==> src/rtl/isqrt_pkg.sv <==
// Shared types and helpers for the pipelined integer square root.
// Producers and consumers can size tag FIFOs from L_OF(W, K).
package isqrt_pkg;

  localparam int MAX_W = 64;

  typedef logic [MAX_W-1:0] word_t;

  typedef struct packed {
    word_t x;
    word_t y;
  } xy_t;

  // Number of one-bit-of-root slices for a W-bit radicand.
  function automatic int N_OF(input int w);
    return w / 2;
  endfunction

  // Number of register stages (= latency in cycles) with k slices per stage.
  function automatic int L_OF(input int w, input int k);
    return (w / 2 + k - 1) / k;
  endfunction

  // One restoring step of the digit-by-digit square root.
  // m is the current trial bit; x is the running remainder, y the running root.
  function automatic xy_t isqrt_slice_step(input word_t x, input word_t y, input word_t m);
    xy_t   res;
    word_t b;
    b     = y | m;
    res.y = y >> 1;
    res.x = x;
    if (x >= b) begin
      res.x = x - b;
      res.y = res.y | m;
    end
    return res;
  endfunction

endpackage

==> src/rtl/isqrt_pipe_hs_if.sv <==
// Valid/ready operand and result streams of the isqrt pipeline.
// master = producer/consumer side, slave = the pipeline itself.
interface isqrt_pipe_hs_if #(
  parameter int W     = 32,
  parameter int TAG_W = 4
);

  logic             in_valid;
  logic             in_ready;
  logic [W-1:0]     in_x;
  logic [TAG_W-1:0] in_tag;
  logic             out_valid;
  logic             out_ready;
  logic [W/2-1:0]   out_y;
  logic [W/2:0]     out_r;
  logic [TAG_W-1:0] out_tag;

  modport master (
    output in_valid, in_x, in_tag, out_ready,
    input  in_ready, out_valid, out_y, out_r, out_tag
  );

  modport slave (
    input  in_valid, in_x, in_tag, out_ready,
    output in_ready, out_valid, out_y, out_r, out_tag
  );

endinterface

==> src/rtl/isqrt_stage.sv <==
// One pipeline stage: K_THIS chained root slices starting at FIRST_SLICE,
// followed by a register that loads whenever the top asserts ld.
module isqrt_stage
  import isqrt_pkg::*;
#(
  parameter int W           = 32,
  parameter int K_THIS      = 2,
  parameter int FIRST_SLICE = 0,
  parameter int TAG_W       = 4
) (
  input  logic             clock,
  input  logic             reset,
  input  logic             ld,
  input  logic             v_in,
  input  logic [W-1:0]     x_in,
  input  logic [W-1:0]     y_in,
  input  logic [TAG_W-1:0] tag_in,
  output logic             v_q,
  output logic [W-1:0]     x_q,
  output logic [W-1:0]     y_q,
  output logic [TAG_W-1:0] tag_q
);

  word_t x_c;
  word_t y_c;
  xy_t   step;

  // Chain this stage's slices; trial bit of slice j is 1 << (W-2-2j).
  always_comb begin
    // NOTE: combinational blocks use blocking '=' so each slice sees the previous slice's result.
    // NOTE: every variable gets a value before the loop so no path can infer a latch.
    step = '0;
    x_c  = word_t'(x_in);
    y_c  = word_t'(y_in);
    for (int i = 0; i < K_THIS; i++) begin
      step = isqrt_slice_step(x_c, y_c, word_t'(1) << (W - 2 - 2 * (FIRST_SLICE + i)));
      x_c  = step.x;
      y_c  = step.y;
    end
  end

  // Stage register: valid always follows on load, data only when a real operand arrives.
  always_ff @(posedge clock or posedge reset) begin
    // NOTE: sequential blocks use non-blocking '<=' so all stages update from pre-edge values.
    if (reset) begin
      // NOTE: data registers are reset too, so outputs read as zero after reset, not stale data.
      v_q   <= 1'b0;
      x_q   <= '0;
      y_q   <= '0;
      tag_q <= '0;
    end else if (ld) begin
      v_q <= v_in;
      if (v_in) begin
        x_q   <= x_c[W-1:0];
        y_q   <= y_c[W-1:0];
        tag_q <= tag_in;
      end
    end
  end

endmodule

==> src/rtl/isqrt_pipe_hs.sv <==
// Pipelined unsigned integer square root with valid/ready backpressure:
// out_y = floor(sqrt(in_x)), out_r = in_x - out_y^2, out_tag = in_tag.
// L = ceil((W/2)/K) stages; empty stages always load so bubbles collapse.
module isqrt_pipe_hs
  import isqrt_pkg::*;
#(
  parameter int W     = 32,
  parameter int K     = 2,
  parameter int TAG_W = 4
) (
  input  logic         clock,
  input  logic         reset,
  isqrt_pipe_hs_if.slave bus
);

  localparam int N = N_OF(W);
  localparam int L = L_OF(W, K);

  if ((W % 2) != 0 || W < 4 || W > MAX_W) begin : g_bad_w
    $error("isqrt_pipe_hs: W must be even and within 4..64");
  end
  if (K < 1 || K > N) begin : g_bad_k
    $error("isqrt_pipe_hs: K must be within 1..W/2");
  end

  // Index s is the input of stage s; index s+1 is its registered output.
  logic [L:0]       v_s;
  logic [W-1:0]     x_s   [L+1];
  logic [W-1:0]     y_s   [L+1];
  logic [TAG_W-1:0] tag_s [L+1];
  // ld[s] loads stage s; ld[L] is the consumer's ready.
  logic [L:0]       ld;

  assign v_s[0]   = bus.in_valid;
  assign x_s[0]   = bus.in_x;
  assign y_s[0]   = '0;
  assign tag_s[0] = bus.in_tag;

  // Ready chain from the consumer back to the producer: a stage loads if it
  // is empty or its contents move on this cycle.
  always_comb begin
    ld    = '0;
    ld[L] = bus.out_ready;
    for (int s = L - 1; s >= 0; s--) begin
      ld[s] = ~v_s[s+1] | ld[s+1];
    end
  end

  for (genvar s = 0; s < L; s++) begin : g_stage
    localparam int FIRST = s * K;
    localparam int KT    = (N - FIRST < K) ? (N - FIRST) : K;

    isqrt_stage #(
      .W           (W),
      .K_THIS      (KT),
      .FIRST_SLICE (FIRST),
      .TAG_W       (TAG_W)
    ) u_stage (
      .clock  (clock),
      .reset  (reset),
      .ld     (ld[s]),
      .v_in   (v_s[s]),
      .x_in   (x_s[s]),
      .y_in   (y_s[s]),
      .tag_in (tag_s[s]),
      .v_q    (v_s[s+1]),
      .x_q    (x_s[s+1]),
      .y_q    (y_s[s+1]),
      .tag_q  (tag_s[s+1])
    );
  end

  assign bus.in_ready  = ld[0];
  assign bus.out_valid = v_s[L];
  assign bus.out_y     = y_s[L][W/2-1:0];
  assign bus.out_r     = x_s[L][W/2:0];
  assign bus.out_tag   = tag_s[L];

  // The root never exceeds W/2 bits and the remainder never exceeds W/2+1 bits,
  // so the upper bits of the final stage are always zero.
  logic unused_hi;
  assign unused_hi = ^{x_s[L][W-1:W/2+1], y_s[L][W-1:W/2]};

endmodule
==> src/flat_wrapper.sv <==
// flat-port wrapper written by rule: the top's interface ports become plain ports
module isqrt_pipe_hs_flat import isqrt_pkg::*;
#(
  parameter int W     = 32,
  parameter int K     = 2,
  parameter int TAG_W = 4
)
  (clock, reset, bus_in_valid, bus_in_x, bus_in_tag, bus_out_ready, bus_in_ready, bus_out_valid, bus_out_y, bus_out_r, bus_out_tag);
  isqrt_pipe_hs_if #(.W(W), .TAG_W(TAG_W)) bus_i ();
  input  logic clock;
  input  logic reset;
  input wire logic [$bits(bus_i.in_valid)-1:0] bus_in_valid;
  input wire logic [$bits(bus_i.in_x)-1:0] bus_in_x;
  input wire logic [$bits(bus_i.in_tag)-1:0] bus_in_tag;
  input wire logic [$bits(bus_i.out_ready)-1:0] bus_out_ready;
  output wire logic [$bits(bus_i.in_ready)-1:0] bus_in_ready;
  output wire logic [$bits(bus_i.out_valid)-1:0] bus_out_valid;
  output wire logic [$bits(bus_i.out_y)-1:0] bus_out_y;
  output wire logic [$bits(bus_i.out_r)-1:0] bus_out_r;
  output wire logic [$bits(bus_i.out_tag)-1:0] bus_out_tag;
  assign bus_i.in_valid = bus_in_valid;
  assign bus_i.in_x = bus_in_x;
  assign bus_i.in_tag = bus_in_tag;
  assign bus_i.out_ready = bus_out_ready;
  assign bus_in_ready = bus_i.in_ready;
  assign bus_out_valid = bus_i.out_valid;
  assign bus_out_y = bus_i.out_y;
  assign bus_out_r = bus_i.out_r;
  assign bus_out_tag = bus_i.out_tag;
  isqrt_pipe_hs #(.W(W), .K(K), .TAG_W(TAG_W)) u_core (.clock(clock), .reset(reset), .bus(bus_i));
endmodule
==> config.mk <==
export PLATFORM = sky130hd
export DESIGN_NAME = isqrt_pipe_hs_flat
export DESIGN_NICKNAME = d
export VERILOG_FILES = /design/src/rtl/isqrt_pkg.sv /design/src/rtl/isqrt_pipe_hs_if.sv /design/src/rtl/isqrt_stage.sv /design/src/rtl/isqrt_pipe_hs.sv /design/src/flat_wrapper.sv
export SDC_FILE = /design/constraint.sdc
export NUM_CORES = 1
export LEC_CHECK = 0
export ABC_AREA = 1
export CORE_MARGIN = 8
export CORE_UTILIZATION = 40
export DETAILED_ROUTE_END_ITERATION = 16
export PLACE_DENSITY = 0.6
export SYNTH_ARGS = -nofsm -noshare
export SYNTH_HDL_FRONTEND = slang
export SYNTH_SLANG_ARGS = --single-unit
==> constraint.sdc <==
create_clock -name clock -period 28.4 [get_ports clock]
set_clock_uncertainty 0.2 [all_clocks]
set_input_delay 4.26 -clock clock [delete_from_list [all_inputs] [get_ports clock]]
set_output_delay 4.26 -clock clock [all_outputs]
set_load 0.02 [all_outputs]
==> impl_results.md, run 1 <==
* Ys flop type: dfrtp_1
* Worst-path maximum fanout at 3
* Placer Congestion at 0.927
* FF-to-FF setup slack at 22,730 ps
* Buffer levels on the longest clock path at 3
* Synthesized Nets at 4,371
* TritonCTS clock tree: built
* Yosys top cell area share at 0.320
* Post-synth EDFFs at 0
* Die Footprint at 0.0776 mm²
* Hold worst-path end: u_core.g_stage[3].u_stage.tag_q[0]$_DFFE_PP0P_
* Final Core Density at 0.447
* Slew Limit Fails at 0
* DRC at 0
* Critical R2R Capture: u_core.g_stage[5].u_stage.x_q[27]$_DFFE_PP0P_
* Syn_area_per_cell at 6.61 µm²
* Setup tns final at 0 ps
* Final setup violation count at 0
* Leading area contributor after synthesis: dfrtp_1
* GR Util All Layers at 0.211
* Worst-Skew Late Latency at 600 ps
* Max Cap Viol at 0
* Synth area leaders: dfrtp_1 (32%), nand2_1 (18%), inv_1 (7.5%)
* Reg2reg path depth at 21
* Final hold viol count at 0
* R2r startpoint: u_core.g_stage[4].u_stage.y_q[16]$_DFFE_PP0P_
* Initial antenna violation count at 0
* Largest net degree at the start of global routing at 110
* Root Buffer: clkbuf_16
* # rows at 96
* # hold bufs at CTS at 0
* Antenna diodes at 0
* Clock Sinks at 353
* Port-buffer cells at 78
* Via count at 26,400
* Worst hold path cell count at 2
* WP data arrival at 7500 ps
* Drt total wl at 84,400 µm
* Register area at 0.00883 mm²
* PnR worst setup slack at 16,440 ps
* Min Tclk post-route at 11,960 ps
* Die width at 279 µm
* Vias in the first global route at 24,200
* Worst-path clk slew at 60 ps
* Synth cell types at 56
* Async set-or-reset flop fraction in the synthesized netlist at 1.00
* H-Tree Depth at 2
* Detailed Place HPWL at 66,700 µm
* CP most frequent cell: nor2_1
* TritonCTS buffer count at 43
* Seq/Total Area, Yosys at 0.320
* # fillers at 7,196
* Worst setup SP type: primary input
* Total gr overflow at 0
* RSZ-0062 raised after global routing: false
* Pin slew with the least headroom to its limit at 1030 ps
* Synthesized area at 0.0276 mm²
* Area occupied by multi-input gates at 0.0161 mm²
* Critical path class: in -> out
* Rel. slew slack at 0.312
* Crit-path slowest cell: clkdlybuf4s50_1
* WP buf/inv at 10
* CP Cell Sequence: clkdlybuf4s50_1 -> nor2_1 -> inv_1 -> nor2_1 -> inv_2 -> nor2_1 -> inv_1 -> nor2_1 -> inv_1 -> nor2_1 -> inv_1 -> nor2_1 -> inv_2 -> nor2_1 -> inv_1 -> nor2_1 -> inv_1 -> clkdlybuf4s50_1
* Pre-CTS setup slack at 16,400 ps
* 1st-pass router iterations at 5
* Routed vias/inst at 5.16
* Top post-synthesis cells by count: nand2_1 (1,296), inv_1 (554), nand3_1 (370)
* Post_cts resized at 0
* CP delay by family, top: buffers and inverters
* Endpoint class of the critical path: primary output
* Post-CTS Setup Bufs at 0
* Wirelength per Cell at 16.5 µm
* I/O pin total at 79
* Status: complete, no violations
* Fmax at 83.6 MHz
* Initial DRC count at 2,264
* First-pass GRT wire length at 134,000 µm
* Cell with the most instances after synthesis: nand2_1
* Share of cells above drive strength 1 at 0.0536
* Post-synthesis cell count at 4,172
* HP Start: u_core.g_stage[3].u_stage.tag_q[0]$_DFFE_PP0P_
* Synth Warn # at 0
* Initial core utilization at 0.403
* Die height at 279 µm
* CORE AREA at 0.0685 mm²
* Final Cycle Share at 0.421
* Max stage delay on crit path at 550 ps
* NumNets Final at 4,401
* Area growth, synth to finish at 10.8%
* Final ANT Viol Nets at 0
* #FFs+latches synth at 353
* Worst EP required at 23,940 ps
* Hold/Removal Path Class: reg -> reg
## state kept, by name, summed over array words and instances (netlist names)
register,flops
u_core.g_stage.u_stage.v_q,8
u_core.g_stage.u_stage.x_q,241
u_core.g_stage.u_stage.y_q,72
u_core.g_stage.u_stage.tag_q,32
## stage by stage
stage / hold WS (ps) / std cells / cell area [µm²]
floorplan: 234 / 4172 / 27600
finish: 271 / 5119 / 30600
detailed placement: 266 / 5039 / 29100
global route: 294 / 5119 / 30600
global placement: 255 / 5039 / 29100
CTS: 273 / 5119 / 30600
## area by class of cell
cell class | instances | share of cell area
well taps | 882 | 0.0361
inverters | 576 | 0.0710
clock buffers | 59 | 0.0391
flip-flops and latches | 353 | 0.289
repair buffers | 92 | 0.0290
clock inverters | 21 | 0.00921
multi-input cells | 3136 | 0.527
## worst register-to-register path, cell delays in order, from the launching register on
cell	delay, ps
dfrtp_1	360
inv_1	230
ha_1	340
a21oi_1	200
o21ai_1	140
clkinv_1	70
nand2_2	90
nand2_1	70
nand2_1	60
nor2_1	740
or2_2	230
o21ai_0	150
inv_1	90
ha_1	280
a21oi_1	240
inv_1	60
a21oi_1	180
nor2_1	90
nor2_2	560
nand3_2	540
nand3_1	440
o21ai_0	150
## kinds of logic (layout without fill, tap and decap cells)
logic type      Yosys count  count (layout)  synth area share
simple gates           2310            2310             0.367
buf+inv                 683             748            0.0971
compound gates          541             541             0.104
flops                   353             353             0.320
fa+ha+maj               159             159            0.0721
xor+xnor                126             126            0.0400
## routing by layer
| layer | global-route usage | vias up | routed length [µm] |
|---|---|---|---|
| met1 | 0.310 | 12300 | 41400 |
| met2 | 0.327 | 577 | 36800 |
| met4 | 0.0487 | 0 | 1660 |
| li1 | - | 13500 | - |
| met5 | 0 | - | 0 |
| met3 | 0.0285 | 94 | 4550 |
## cells in the final DEF, fill, tap and decap left out, drive strengths merged, types with 3 or more instances in the layout
| cell type | count |
|---|---|
| clkinvlp | 3 |
| a211oi | 5 |
| buf | 14 |
| clkdlybuf4s50 | 78 |
| nand2 | 1318 |
| clkinv | 13 |
| o21bai | 11 |
| or2 | 34 |
| and2 | 5 |
| bufinv | 4 |
| nor3 | 57 |
| o21a | 8 |
| nand3b | 21 |
| nor4 | 13 |
| nand3 | 399 |
| inv | 577 |
| dfrtp | 353 |
| and3 | 5 |
| a31oi | 4 |
| o211ai | 5 |
| nand4 | 105 |
| o21ai | 360 |
| xnor2 | 45 |
| ha | 159 |
| clkbuf | 59 |
| xor2 | 81 |
| nor2 | 352 |
| a21oi | 134 |
## worst max-delay path by stage
stage	to	depth (start not counted)	from
3_3_place_gp	bus_in_ready	18	bus_out_ready
6_report	bus_in_ready	18	bus_out_ready
4_1_cts	bus_in_ready	18	bus_out_ready
5_1_grt	bus_in_ready	18	bus_out_ready
3_5_place_dp	bus_in_ready	18	bus_out_ready
2_1_floorplan	u_core.g_stage[0].u_stage.tag_q[0]$_DFFE_PP0P_	1	reset
Power of run 1 is not shown: default switching activity piles up to over one toggle a cycle in this logic, so the estimate is an artifact.
==> inputs of run 2 (changes only) <==
==> constraint.sdc (replaced) <==
create_clock -name clock -period 12.2 [get_ports clock]
set_clock_uncertainty 0.2 [all_clocks]
set_input_delay 1.83 -clock clock [delete_from_list [all_inputs] [get_ports clock]]
set_output_delay 1.83 -clock clock [all_outputs]
set_load 0.02 [all_outputs]
==> run 2 against run 1 <==
Sequential share of layout area increased by 0.10 points; design area decreased by 0.35%; count of clock-buffer cells in the layout decreased by 4; highest routed layer unchanged.
==> impl_results.md, run 2 (synthesis results as in run 1) <==
* Die height at 279 µm (unchanged)
* Die Footprint at 0.0776 mm² (unchanged)
* Largest net degree at the start of global routing at 153 (was 110)
* TritonCTS clock tree: built (unchanged)
* Buffer levels on the longest clock path at 3 (unchanged)
* Routed vias/inst at 5.15 (was 5.16)
* Critical path class: in -> out (unchanged)
* Most common cell after layout, fill and taps aside: nand2_1 (unchanged)
* Biggest register: u_core.g_stage.u_stage.x_q (unchanged)
* Wirelength per Cell at 16.4 µm (was 16.5 µm)
* Final setup violation count at 0 (unchanged)
* First-pass GRT wire length at 132,000 µm (was 134,000 µm)
* Via count at 26,300 (was 26,400)
* Initial antenna violation count at 0 (unchanged)
* # hold bufs at CTS at 0 (unchanged)
* Die width at 279 µm (unchanged)
* Status: complete, no violations (unchanged)
* Endpoint class of the critical path: primary output (unchanged)
* CORE AREA at 0.0685 mm² (unchanged)
* Port-buffer cells at 78 (unchanged)
* Post_cts resized at 0 (unchanged)
* Antenna diodes at 0 (unchanged)
* Most frequent cells in the layout: nand2_1 (1,293), inv_1 (553), nand3_1 (370) (unchanged)
* Share of cells above drive strength 1 at 0.0518 (was 0.0536)
* Drt total wl at 84,000 µm (was 84,400 µm)
* Post-CTS Setup Bufs at 0 (unchanged)
* CP delay by family, top: buffers and inverters (unchanged)
* Final hold viol count at 0 (unchanged)
* TritonCTS buffer count at 43 (unchanged)
* Worst setup SP type: primary input (unchanged)
* NumNets Final at 4,398 (was 4,401)
* I/O pin total at 79 (unchanged)
* 1st-pass router iterations at 7 (was 5)
* Hold/Removal Path Class: reg -> reg (unchanged)
* DRC at 0 (unchanged)
* Pin slew with the least headroom to its limit at 1030 ps (about the same)
* WP data arrival at 5020 ps (was 7500 ps)
* Max reg flops at 241 (unchanged)
* Worst-path clk slew at 60 ps (about the same)
* CP Cell Sequence: clkdlybuf4s50_1 -> nor2_1 -> inv_1 -> nor2_1 -> inv_2 -> nor2_1 -> inv_1 -> nor2_1 -> inv_1 -> nor2_1 -> inv_1 -> nor2_1 -> inv_2 -> nor2_1 -> inv_1 -> nor2_1 -> inv_1 -> clkdlybuf4s50_1 (unchanged)
* Rel. slew slack at 0.313 (was 0.312)
* Max Cap Viol at 0 (unchanged)
* Max stage delay on crit path at 550 ps (about the same)
* Final ANT Viol Nets at 0 (unchanged)
* PnR worst setup slack at 5150 ps (was 16,440 ps)
* Crit-path slowest cell: clkdlybuf4s50_1 (unchanged)
* Placer Congestion at 0.948 (was 0.927)
* Final Cycle Share at 0.578
* Detailed Place HPWL at 66,000 µm (was 66,700 µm)
* Slew Limit Fails at 0 (unchanged)
* Clock Sinks at 353 (unchanged)
* Min Tclk post-route at 7050 ps
* Largest regs: u_core.g_stage.u_stage.x_q (241), u_core.g_stage.u_stage.y_q (72), u_core.g_stage.u_stage.tag_q (32) (unchanged)
* Worst-Skew Late Latency at 600 ps (about the same)
* Fmax at 142 MHz
* Total gr overflow at 0 (unchanged)
* Vias in the first global route at 24,400 (was 24,200)
* RSZ-0062 raised after global routing: false (unchanged)
* Worst-path maximum fanout at 3 (unchanged)
* Initial DRC count at 2,119 (was 2,264)
* Setup tns final at 0 ps (unchanged)
* Pre-CTS setup slack at 5100 ps (was 16,400 ps)
* Area growth, synth to finish at 10.5% (was 10.8%)
* WP buf/inv at 10 (unchanged)
* CP most frequent cell: nor2_1 (unchanged)
* H-Tree Depth at 2 (unchanged)
* # rows at 96 (unchanged)
* Root Buffer: clkbuf_16 (unchanged)
* GR Util All Layers at 0.208 (was 0.211)
* Initial core utilization at 0.403 (unchanged)
* Worst EP required at 10,170 ps (was 23,940 ps)
==> run 2: changes by cell type in the layout (fill, tap and decap cells not counted), sizes merged <==
cell | before | now
buf | 14 | 11
inv | 577 | 576
bufinv | 4 | 2
clkinvlp | 3 | 2
clkbuf | 59 | 55
==> run 2: worst paths after layout <==
path | start | to | slack [ps] | depth (start not counted)
setup / recovery | bus_out_ready | bus_in_ready | 5150 | 18
hold / removal | u_core.g_stage[3].u_stage.tag_q[1]$_DFFE_PP0P_ | u_core.g_stage[3].u_stage.tag_q[1]$_DFFE_PP0P_ | 270 | 2
setup reg to reg | u_core.g_stage[4].u_stage.y_q[20]$_DFFE_PP0P_ | u_core.g_stage[5].u_stage.x_q[31]$_DFFE_PP0P_ | 6590 | 21
hold reg to reg | u_core.g_stage[3].u_stage.tag_q[1]$_DFFE_PP0P_ | u_core.g_stage[3].u_stage.tag_q[1]$_DFFE_PP0P_ | 270 | 2
max in group asynchronous | reset | u_core.g_stage[4].u_stage.x_q[30]$_DFFE_PP0P_ | 7860 | 4
min in group asynchronous | reset | u_core.g_stage[7].u_stage.v_q$_DFFE_PP0P_ | 1560 | 2
==> run 2: final cells by class <==
| cell class | instances | area [µm²] |
|---|---|---|
| clock inverter | 17 | 210 |
| timing repair buffer | 89 | 876 |
| sequential | 353 | 8830 |
| inverter | 576 | 2170 |
| clock buffer | 55 | 1170 |
| tap | 882 | 1100 |
| multi-input combinational | 3136 | 16100 |
| fill | 7267 | 38000 |
==> run 2: worst min-delay path: cells and delay by family (launching register included) <==
family	cells	cell delay, ps
flip-flops	1	340
AND/OR/NAND/NOR	2	100
==> run 2: stage by stage <==
stage / instance area, µm² / instances / hold slack, ps / utilization
3_5_place_dp: 29100 / 5036 / 258 / 0.425
6_report: 30500 / 5108 / 271 / 0.445
3_3_place_gp: 29100 / 5036 / 254 / 0.425
5_1_grt: 30500 / 5108 / 290 / 0.445
4_1_cts: 30500 / 5108 / 272 / 0.445
2_1_floorplan: 27600 / 4172 / 234 / -
==> run 2: layer usage <==
layer  vias to the layer above  GRT usage  routed length (µm)
li1                      13500          -                   -
met1                     12100      0.299               40800
met2                       598      0.331               37100
met3                        97     0.0291                4410
met4                         0     0.0473                1710
met5                         -          0                   0
Power of run 2 is left out for the same reason.
